## src/rtl/wide_inv_sched.sv

```systemverilog
// Round-robin scheduler that time-shares one registered-inverter datapath
// among NREQ requesters and returns each result tagged with its requester ID.
module wide_inv_sched #(
  parameter int WIDTH  = 32,
  parameter int NREQ   = 4,
  parameter int DP_LAT = 1
) (
  input  logic                  clock,
  input  logic                  rst,
  input  logic [NREQ-1:0]       req_valid,
  input  logic [NREQ*WIDTH-1:0] req_data,
  output logic [NREQ-1:0]       req_ready,
  output logic [WIDTH-1:0]      dp_d_in,
  input  logic [WIDTH-1:0]      dp_d_out,
  output logic                  rsp_valid,
  input  logic                  rsp_ready,
  output logic [2:0]            rsp_id,
  output logic [WIDTH-1:0]      rsp_data,
  output logic                  busy,
  output logic [15:0]           done_count
);

  typedef enum logic [1:0] {IDLE, WAIT, RESP} state_t;

  state_t           state_q, state_d;
  logic [2:0]       ptr_q, ptr_d;
  logic [3:0]       cnt_q, cnt_d;
  logic [WIDTH-1:0] dp_d_in_q, dp_d_in_d;
  logic [WIDTH-1:0] rsp_data_q, rsp_data_d;
  logic [2:0]       rsp_id_q, rsp_id_d;
  logic [15:0]      done_count_q, done_count_d;

  logic             grant_found;
  logic [2:0]       grant_idx;
  logic [WIDTH-1:0] grant_data;
  int               best_off;
  int               off;

  // The valid requester with the smallest upward distance from ptr wins.
  always_comb begin
    grant_found = 1'b0;
    grant_idx   = '0;
    grant_data  = '0;
    best_off    = NREQ;
    off         = 0;
    for (int i = 0; i < NREQ; i++) begin
      off = (i >= int'(ptr_q)) ? (i - int'(ptr_q)) : (i + NREQ - int'(ptr_q));
      if (req_valid[i] && (off < best_off)) begin
        best_off    = off;
        grant_found = 1'b1;
        grant_idx   = 3'(i);
        grant_data  = req_data[i*WIDTH +: WIDTH];
      end
    end
  end

  always_comb begin
    req_ready = '0;
    for (int i = 0; i < NREQ; i++) begin
      req_ready[i] = rst && (state_q == IDLE) && grant_found && (grant_idx == 3'(i));
    end
  end

  always_comb begin
    state_d      = state_q;
    ptr_d        = ptr_q;
    cnt_d        = cnt_q;
    dp_d_in_d    = dp_d_in_q;
    rsp_data_d   = rsp_data_q;
    rsp_id_d     = rsp_id_q;
    done_count_d = done_count_q;
    unique case (state_q)
      IDLE: begin
        if (grant_found) begin
          dp_d_in_d = grant_data;
          rsp_id_d  = grant_idx;
          ptr_d     = (int'(grant_idx) == NREQ - 1) ? 3'd0 : grant_idx + 3'd1;
          cnt_d     = 4'(DP_LAT);
          state_d   = WAIT;
        end
      end
      WAIT: begin
        if (cnt_q != 4'd0) begin
          cnt_d = cnt_q - 4'd1;
        end else begin
          rsp_data_d = dp_d_out;
          state_d    = RESP;
        end
      end
      RESP: begin
        if (rsp_ready) begin
          done_count_d = done_count_q + 16'd1;
          state_d      = IDLE;
        end
      end
      default: state_d = IDLE;
    endcase
  end

  // Reset drops any in-flight transaction without producing a response.
  always_ff @(posedge clock) begin
    if (!rst) begin
      state_q      <= IDLE;
      ptr_q        <= '0;
      cnt_q        <= '0;
      dp_d_in_q    <= '0;
      rsp_data_q   <= '0;
      rsp_id_q     <= '0;
      done_count_q <= '0;
    end else begin
      state_q      <= state_d;
      ptr_q        <= ptr_d;
      cnt_q        <= cnt_d;
      dp_d_in_q    <= dp_d_in_d;
      rsp_data_q   <= rsp_data_d;
      rsp_id_q     <= rsp_id_d;
      done_count_q <= done_count_d;
    end
  end

  assign dp_d_in    = dp_d_in_q;
  assign rsp_data   = rsp_data_q;
  assign rsp_id     = rsp_id_q;
  assign done_count = done_count_q;
  assign rsp_valid  = rst && (state_q == RESP);
  assign busy       = rst && (state_q != IDLE);

endmodule

```

## config.mk

```make
export PLATFORM = sky130hd
export DESIGN_NAME = wide_inv_sched
export DESIGN_NICKNAME = d
export VERILOG_FILES = /design/src/rtl/wide_inv_sched.sv
export SDC_FILE = /design/constraint.sdc
export NUM_CORES = 1
export LEC_CHECK = 0
export ABC_AREA = 1
export BUFFER_PORTS_ARGS = -buffer_cell sky130_fd_sc_hd__buf_4
export CORE_UTILIZATION = 47
export CTS_BUF_LIST = sky130_fd_sc_hd__clkbuf_8
export CTS_CLUSTER_SIZE = 30
export DETAILED_ROUTE_END_ITERATION = 10
export PLACE_DENSITY = 0.83
export SETUP_SLACK_MARGIN = 0.4
export SYNTH_ARGS = -nofsm -noshare
export SYNTH_HDL_FRONTEND = slang
export SYNTH_SLANG_ARGS = --single-unit
```

## constraint.sdc

```tcl
create_clock -name clock -period 5.6 [get_ports clock]
set_clock_uncertainty 0.05 [all_clocks]
set_input_delay 0 -clock clock [delete_from_list [all_inputs] [get_ports clock]]
set_output_delay 0 -clock clock [all_outputs]
set_load 0.02 [all_outputs]
```

==> impl_results.md, run 1 <==
* Status: finished, violations left
* Failing checks: design-rule violations
* Clock power frac at 0.177
* Gr ovfl total at 0
* IO Count at 256
* Antenna viol nets, final at 0
* Netlist cell types at 24
* CTS sink count at 90
* Final wirelength at 19,000 um
* Net Sw Frac at 0.426
* DRT iter0 DRCs at 544
* Post-synthesis sequential area ratio at 0.364
* Setup TNS at 0 ns
* Total Power at 2710 uW
* Hold Path Class: in2reg
* Clock buffer count from CTS at 9
* Power share of the combinational group at 0.495
* Multi-input combinational cell area at 0.00256 mm^2
* # fillers at 709
* Crit path DAT at 4.92 ns
* Die Width at 105 um
* Final Cycle Share at 0.839
* Layout cells sized above 1 at 0.265
* Synth area leaders: dfxtp_1, nand2_1, nand3_1
* Reg area at 0.00180 mm^2
* Max_slew headroom at 0.320
* Lkg Pwr at 0.00421 uW
* Syn Std Cell Area at 0.00495 mm^2
* Fin. Hold Viols at 0
* Setup crit start kind: register
* Total global-route track usage at 0.341
* GP Congestion at 0.968
* Avg Vias per Cell at 5.19
* ANT cells at 0
* Post-Syn Instances at 786
* Vias in the first global route at 6,456
* GR peak layer: met2
* Cell taking the most area after synthesis: dfxtp_1
* Power per cell area at 336 mW/mm^2
* Routed len/inst at 15.2 um
* Critical path type: reg2reg
* Post-synth top area share at 0.364
* Ys Warns at 0
* Largest net degree at the start of global routing at 48
* Sequential Power Share at 0.328
* Mean Syn Cell Area at 6.30 um^2
* Met1 Use GR at 0.383
* DRT Pass-1 Iters at 8
* Crit-path most repeated cell: nand2_1
* Post-route DRC at 2
* Fmax at 213 MHz
* Port buffer count at 254
* Unrepaired setup endpoints after global routing: false
* Final nets at 1,289
* CP endpoint kind: register
* Slew Limit Fails at 0
* Synthesis-to-layout area growth at 62.6%
* Req. time, crit path at 5.82 ns
* Finished Layout Cells at 1,250
* Starting Density at 0.482
* Placed cell count at 1,140
* #FFs+latches synth at 90
* Tmin final at 4.70 ns
* First-pass GRT wire length at 30,300 um
* Slowest-stage cell, CP: dlygate4sd3_1
* Core Util, Final at 0.784
* Die Height at 105 um
* Max clock buf depth at 2
* Global Route met3 Usage at 0.0867
* Internal Power at 1550 uW
* CTS tree: yes
* Antenna violations before repair at 0
* Area of the die at 0.0110 mm^2
* Clock Latency Late Sink at 0.36 ns
* Crit-path max cell delay at 0.59 ns
* Slew @ Worst Pin at 1.02 ns
* Reg2Reg Setup Slack at 0.90 ns
* CTS clock-pin slew for the worst setup and hold paths at 0.10 ns
* Worst-path maximum fanout at 21
* Psw at 1150 uW
* Final setup viols at 0
* HPWL after DPL at 11,400 um
* Final instance area at 0.00806 mm^2
* Vias at 6,487
* Maximum VDD drop at 0.226 mV
* Number of setup buffers added after CTS at 0
* H-Tree Depth at 3
* Met2 Use GR at 0.588
* Core area at 0.0103 mm^2
* DP Area at 0.00690 mm^2
* FP Rows at 37
* Clk root buf: clkbuf_8
* Max_cap viols at 0
repair_timing:
action,in CTS,in global routing
endpoints found under the setup margin,0,26
hold buffers,93,0
hold endpoints to repair,65,0
resized for setup,0,4
power groups by stage:
stage | clock network (uW) | registers (uW) | logic, uW
floorplan | 0 | 1050 | 581
global placement | 0 | 889 | 1190
detailed placement | 0 | 890 | 1200
CTS | 482 | 881 | 1290
global route | 515 | 905 | 1460
finish | 478 | 889 | 1340
state kept, by name (all words and copies together) (netlist names):
signal      flops
cnt_q           4
dp_d_in        32
done_count     16
state_q         2
ptr_q           2
rsp_data       32
rsp_id          2
per-stage QoR:
step	worst slack [ns]	hold slack [ns]
floorplan	1.24	0.0849
global placement	1.07	0.170
detailed placement	0.925	0.179
CTS	0.436	0.000700
global route	0.456	0.0326
finish	0.901	0.00706
logic make-up (layout without fill, tap and decap cells):
kind of cell	Yosys count	after routing	synth area share
flip-flops	90	90	0.364
AO/OA/AOI/OAI	65	65	0.0672
other	2	6	0.00152
buffers and inverters	156	480	0.125
AND/OR/NAND/NOR	460	460	0.410
adder cells (fa/ha/maj)	13	13	0.0328
synth_stat cells (all sizes together):
cell type	count
o21a	3
nor3b	1
nand2	215
ha	13
nor3	10
conb	2
clkinv	1
dfxtp	90
nand4	35
buf	19
clkbuf	28
o21ai	44
nand3	109
inv	108
a21oi	18
nor2	90
cell usage in the layout, fill, tap and decap left out:
cell	count
a21oi_1	18
buf_4	260
buf_6	1
bufinv_16	1
clkbuf_8	10
clkinv_4	2
clkinvlp_4	3
conb_1	6
dfxtp_1	90
dlygate4sd3_1	93
ha_1	13
inv_1	107
inv_2	1
inv_6	2
nand2_1	210
nand2_2	4
nand2_4	1
nand3_1	107
nand3_2	2
nand4_1	35
nor2_1	86
nor2_2	3
nor2_4	1
nor3_1	7
nor3_2	1
nor3_4	2
nor3b_2	1
o21a_1	3
o21ai_0	44
worst paths after layout:
kind,startpoint,to,depth (start not counted)
worst max-delay path,ptr_q[1],dp_d_in[16],28
worst max register to register,ptr_q[1],dp_d_in[16],28
worst min-delay path,req_data[77],dp_d_in[13],7
worst min register to register,rsp_id[0],rsp_id[0],2
area by class of cell:
type	instances	area share
Timing Repair Buffer	354	0.359
Multi-Input combinational cell	544	0.318
Sequential cell	90	0.224
Inverter	109	0.0513
Tap cell	136	0.0211
Clock buffer	10	0.0171
Clock inverter	6	0.00901
Timing Repair inverter	1	0.000932
per-layer routing:
metal	wire length [um]	vias to the layer above
met5	0	-
met4	933	0
met3	1740	72
met2	9100	382
met1	7220	2908
li1	-	3125
worst max-delay path, delay by kind of cell, from the launching register on:
| kind | cells | cell delay, ns |
|---|---|---|
| simple gates | 19 | 1.70 |
| buf+inv | 5 | 1.49 |
| fa+ha+maj | 3 | 0.88 |
| flops | 1 | 0.39 |
| compound gates | 1 | 0.11 |
No activity file was read; power rests on OpenSTA's default activity.
==> inputs of run 2 (changes only) <==
clock period = 4.8 ns   (was 5.6 ns; I/O delays follow)
==> impl_results.md, run 2 (synthesized netlist as in run 1, its figures left out) <==
* Gr ovfl total at 0 (unchanged)
* Slowest-stage cell, CP: dlygate4sd3_1
* Area of the die at 0.0110 mm^2 (unchanged)
* Max clock buf depth at 2 (unchanged)
* DRT Pass-1 Iters at 5 (-3)
* Slew @ Worst Pin at 1.01 ns (-0.00515 ns)
* Critical Path End: dp_d_in[16]
* Final nets at 1,294 (+0.39%)
* Final wirelength at 19,700 um (+3.8%)
* Unrepaired setup endpoints after global routing: false
* Avg Vias per Cell at 5.34 (+2.9%)
* Max Used Layer: met4
* Commonest non-fill, non-tap cell in the layout: buf_4
* Layout cells sized above 1 at 0.278 (+0.0131)
* Clk root buf: clkbuf_8
* HPWL after DPL at 11,400 um (about the same)
* Post-route DRC at 0 (-2)
* CTS clock-pin slew for the worst setup and hold paths at 0.10 ns (about the same)
* Met2 wire len at 9190 um (+0.92%)
* IO Count at 256 (unchanged)
* Max_slew headroom at 0.324 (+0.00344)
* H-Tree Depth at 3 (unchanged)
* DP Worst Slack at 0.903 ns (-0.0221 ns)
* Fmax at 233 MHz (+9.3%)
* CP top delay family: simple AND/OR/NAND/NOR gates
* Setup crit start kind: register
* Critical path type: reg2reg
* CTS sink count at 90 (unchanged)
* Clock power frac at 0.149 (-0.028)
* Synthesis-to-layout area growth at 66.1%
* Reg2Reg Setup Slack at 0.50 ns (-0.40 ns)
* Final setup viols at 0 (unchanged)
* Crit path DAT at 4.51 ns (-0.41 ns)
* Max_cap viols at 0 (unchanged)
* Internal Power at 1850 uW (+19%)
* Worst Setup Slack, final at 0.502 ns (-0.400 ns)
* Sequential Power Share at 0.317 (-0.011)
* Worst-path maximum fanout at 16 (-24%)
* Power share of the combinational group at 0.533 (+0.038)
* Net Sw Frac at 0.435 (+0.00864)
* Psw at 1430 uW (+24%)
* Clock buffer count from CTS at 9 (unchanged)
* Port buffer count at 254 (unchanged)
* Core area at 0.0103 mm^2 (unchanged)
* Crit-path most repeated cell: nand2_1
* Req. time, crit path at 5.01 ns (-0.81 ns)
* Die Width at 105 um (unchanged)
* Lkg Pwr at 0.00430 uW (+2.3%)
* R2r endpoint: dp_d_in[16]
* Vias at 6,703 (+3.3%)
* Total Power at 3280 uW (+21%)
* DRT iter0 DRCs at 602 (+11%)
* Antenna violations before repair at 0 (unchanged)
* Setup TNS at 0 ns (unchanged)
* Antenna viol nets, final at 0 (unchanged)
* Wl on met1 at 7340 um (+1.7%)
* FP Rows at 37 (unchanged)
* Maximum VDD drop at 0.245 mV (+8.1%)
* Hold_ws at 0.0109 ns (+0.00388 ns)
* Met3 wire len at 2000 um (+15%)
* Worst setup startpoint: ptr_q[1]
* Commonest non-fill, non-tap cells in the layout: buf_4, nand2_1, inv_1
* Status: completed
* Cells on worst reg2reg path at 29 (+3.6%)
* Final Cycle Share at 0.895 (+0.0564)
* WP buf/inv at 3 (-2)
* Die Height at 105 um (unchanged)
* Largest net degree at the start of global routing at 48 (unchanged)
* GP Congestion at 1.03 (+6.2%)
* CP endpoint kind: register
* Fin. Hold Viols at 0 (unchanged)
* Hold Path Class: in2reg
* Vias in the first global route at 6,199 (-4.0%)
* Crit-path max cell delay at 0.55 ns (-0.04 ns)
* Tmin final at 4.30 ns (-0.400 ns)
* Total global-route track usage at 0.336 (-0.00439)
* Routed len/inst at 15.7 um (+3.3%)
* Power per cell area at 399 mW/mm^2 (+19%)
* Stages on the worst setup path at 29 (+3.6%)
* Clock Latency Late Sink at 0.36 ns (about the same)
* CTS tree: yes
* ANT cells at 0 (unchanged)
* Reg2reg start: ptr_q[1]
* First-pass GRT wire length at 29,700 um (-2.0%)
* Slew Limit Fails at 0 (unchanged)
* Starting Density at 0.482 (unchanged)
[run 2: metal layers]
layer	vias up	global-route usage
li1	3138	-
met1	3011	0.385
met2	455	0.569
met3	99	0.0767
met4	0	0.206
met5	-	0
[run 2: timing repair]
action,4_1_cts,5_1_grt
hold buffers,92,0
resized for setup,0,34
buffers inserted,0,3
hold endpoints to repair,65,0
setup endpoints to repair,0,26
[run 2: area by class of cell]
| type | instances | area, um^2 |
|---|---|---|
| tap | 136 | 170 |
| fill | 664 | 2050 |
| inverter | 109 | 409 |
| clock buffer | 9 | 124 |
| timing repair buffer | 360 | 3040 |
| clock inverter | 7 | 52.6 |
| multi-input combinational | 544 | 2620 |
| sequential | 90 | 1810 |
[run 2: power groups by stage]
stage | Sequential (uW) | Clock, uW | Combinational [uW]
after CTS | 1030 | 499 | 1520
after global placement | 1040 | 0 | 1400
after global routing | 1060 | 531 | 1880
after detailed placement | 1040 | 0 | 1420
final | 1040 | 490 | 1750
after floorplan | 1220 | 0 | 678
[run 2: metrics by stage]
stage / instances / util / instance area [um^2]
finish: 1255 / 0.801 / 8230
global route: 1255 / 0.801 / 8230
CTS: 1250 / 0.780 / 8020
detailed placement: 1142 / 0.674 / 6920
global placement: 1142 / 0.674 / 6920
floorplan: 790 / - / 4970
[run 2: worst min-delay path by stage]
stage / from / to / depth (start not counted)
6_report: req_data[56] / dp_d_in[24] / 7
5_1_grt: rst / done_count[5] / 3
4_1_cts: req_data[52] / dp_d_in[20] / 7
3_5_place_dp: dp_d_out[31] / rsp_data[31] / 3
3_3_place_gp: dp_d_out[4] / rsp_data[4] / 3
2_1_floorplan: dp_d_out[0] / rsp_data[0] / 2
[run 2: worst register-to-register path, delay by kind of cell (launching register included)]
| family | cells | cell delay (ns) |
|---|---|---|
| simple gates | 20 | 1.61 |
| fa+ha+maj | 4 | 1.13 |
| buf+inv | 3 | 0.79 |
| flops | 1 | 0.38 |
| compound gates | 2 | 0.24 |
==> inputs of run 3 (changes only) <==
BUFFER_PORTS_ARGS = -buffer_cell sky130_fd_sc_hd__buf_2   (was -buffer_cell sky130_fd_sc_hd__buf_4)
==> impl_results.md, run 3 (synthesized netlist as in run 1, its figures left out) <==
* FP Rows at 37 (unchanged)
* Crit path DAT at 4.31 ns (-0.20 ns)
* Maximum VDD drop at 0.273 mV (+12%)
* Slowest-stage cell, CP: dlygate4sd3_1
* CTS tree: yes
* WP buf/inv at 6 (+3)
* Vias in the first global route at 6,363 (+2.6%)
* Reg2Reg Setup Slack at 0.74 ns (+0.24 ns)
* Starting Density at 0.482 (unchanged)
* Antenna viol nets, final at 0 (unchanged)
* Final Cycle Share at 0.845 (-0.0506)
* Layout cells sized above 1 at 0.270 (-0.00804)
* Tmin final at 4.06 ns (-0.243 ns)
* Cells on worst reg2reg path at 28 (-3.4%)
* Gr ovfl total at 0 (unchanged)
* Lkg Pwr at 0.00415 uW (-3.6%)
* Stages on the worst setup path at 28 (-3.4%)
* Max_cap viols at 0 (unchanged)
* Area of the die at 0.0110 mm^2 (unchanged)
* IO Count at 256 (unchanged)
* Routed len/inst at 14.5 um (-7.9%)
* Status: completed
* Worst setup startpoint: ptr_q[0]
* CTS clock-pin slew for the worst setup and hold paths at 0.09 ns (about the same)
* Crit-path max cell delay at 0.58 ns (+0.03 ns)
* Max clock buf depth at 2 (unchanged)
* Largest net degree at the start of global routing at 48 (unchanged)
* DRT iter0 DRCs at 564 (-6.3%)
* Fmax at 247 MHz (+6.0%)
* First-pass GRT wire length at 29,600 um (-0.49%)
* Max_slew headroom at 0.338 (+0.0147)
* GP Congestion at 0.918 (-11%)
* Commonest non-fill, non-tap cells in the layout: buf_2, nand2_1, inv_1, nand3_1, dlygate4sd3_1
* Internal Power at 1660 uW (-10%)
* H-Tree Depth at 3 (unchanged)
* Critical path type: reg2reg
* Vias at 6,555 (-2.2%)
* Port buffer count at 254 (unchanged)
* Worst Setup Slack, final at 0.745 ns (+0.243 ns)
* Post-route DRC at 0 (unchanged)
* Fin. Hold Viols at 0 (unchanged)
* Net Sw Frac at 0.440 (+0.00544)
* CTS sink count at 90 (unchanged)
* Final nets at 1,294 (unchanged)
* Commonest non-fill, non-tap cell in the layout: buf_2
* Final setup viols at 0 (unchanged)
* Total global-route track usage at 0.332 (-0.00494)
* Psw at 1310 uW (-8.3%)
* Core area at 0.0103 mm^2 (unchanged)
* Power per cell area at 397 mW/mm^2 (-0.51%)
* Clk root buf: clkbuf_8
* Reg2reg start: ptr_q[0]
* Die Width at 105 um (unchanged)
* Die Height at 105 um (unchanged)
* Critical Path End: dp_d_in[2]
* Synthesis-to-layout area growth at 51.2%
* R2r endpoint: dp_d_in[2]
* Setup TNS at 0 ns (unchanged)
* Crit-path most repeated cell: nand2_1
* Unrepaired setup endpoints after global routing: true
* Final wirelength at 18,200 um (-7.5%)
* Avg Vias per Cell at 5.20 (-2.6%)
* Power share of the combinational group at 0.477 (-0.056)
* Slew Limit Fails at 0 (unchanged)
* Sequential Power Share at 0.346 (+0.029)
* Clock Latency Late Sink at 0.35 ns (about the same)
* Slew @ Worst Pin at 0.991 ns (-0.0220 ns)
* Clock buffer count from CTS at 9 (unchanged)
* Req. time, crit path at 5.05 ns (+0.04 ns)
* DP Worst Slack at 0.619 ns (-0.284 ns)
* Worst-path maximum fanout at 35 (+19)
* Clock power frac at 0.177 (+0.028)
* Setup crit start kind: register
* HPWL after DPL at 11,000 um (-3.2%)
* CP endpoint kind: register
* CP top delay family: buffers and inverters
* Antenna violations before repair at 5 (+5)
* DRT Pass-1 Iters at 6 (+1)
* Hold Path Class: in2reg
-- run 3: cell count changes in the layout (fill, tap and decap cells not counted), moves of 3 or more --
cell,delta
dlygate4sd3_1,+4
nand2_4,-3
buf_2,+252
buf_12,-3
buf_4,-249
clkbuf_16,-3
diode_2,+5
nand2_1,+3
-- run 3: how the worst min path moves through the flow --
stage	from	to	slack (ns)	cells past startpoint
5_1_grt	req_data[57]	dp_d_in[25]	0.04	7
6_report	req_data[68]	dp_d_in[4]	0.02	7
2_1_floorplan	dp_d_out[0]	rsp_data[0]	0.08	2
3_5_place_dp	dp_d_out[18]	rsp_data[18]	0.18	3
4_1_cts	req_data[68]	dp_d_in[4]	0.0001	7
3_3_place_gp	dp_d_out[10]	rsp_data[10]	0.17	3
-- run 3: stage by stage --
stage | cells | utilization | power, uW | hold WS, ns | instance area, um^2
after floorplan | 790 | - | 1900 | 0.0849 | 4970
after global placement | 1143 | 0.611 | 2290 | 0.171 | 6280
after detailed placement | 1143 | 0.611 | 2310 | 0.177 | 6280
after CTS | 1254 | 0.724 | 2920 | 0.000143 | 7440
after global routing | 1260 | 0.729 | 3170 | 0.0433 | 7490
final | 1260 | 0.729 | 2970 | 0.0153 | 7490
-- run 3: repair_timing --
| item | 4_1_cts | 5_1_grt |
|---|---|---|
| buffers inserted | 0 | 1 |
| hold endpoints to repair | 65 | 0 |
| pin swaps | 0 | 1 |
| hold buffers | 95 | 0 |
| endpoints found under the setup margin | 4 | 13 |
| gates resized for setup | 3 | 13 |
-- run 3: layout make-up --
cell class	instances	area (um^2)
Antenna cell	5	12.5
Clock buffer	9	124
Clock inverter	7	68.8
Fill cell	805	2790
Inverter	109	409
Multi-Input combinational cell	544	2570
Sequential cell	90	1800
Tap cell	136	170
Timing Repair Buffer	360	2330
-- run 3: per-layer routing --
metal,track usage,vias up,wire length [um]
met4,0.185,0,911
met1,0.369,2917,6850
li1,-,3135,-
met3,0.0811,79,1750
met5,0,-,0
met2,0.578,424,8720
-- run 3: power groups by stage --
stage          clock, uW  combinational, uW  sequential [uW]
6_report             526               1420             1030
5_1_grt              568               1550             1050
4_1_cts              538               1360             1020
3_5_place_dp           0               1280             1030
3_3_place_gp           0               1260             1030
2_1_floorplan          0                678             1220
-- run 3: worst reg2reg max path: cells and delay by family (launching register included) --
family / cells / cell delay [ns]
AO/OA/AOI/OAI: 1 / 0.16
flip-flops: 1 / 0.35
buffers and inverters: 6 / 1.32
adder cells (fa/ha/maj): 3 / 0.84
AND/OR/NAND/NOR: 18 / 1.27
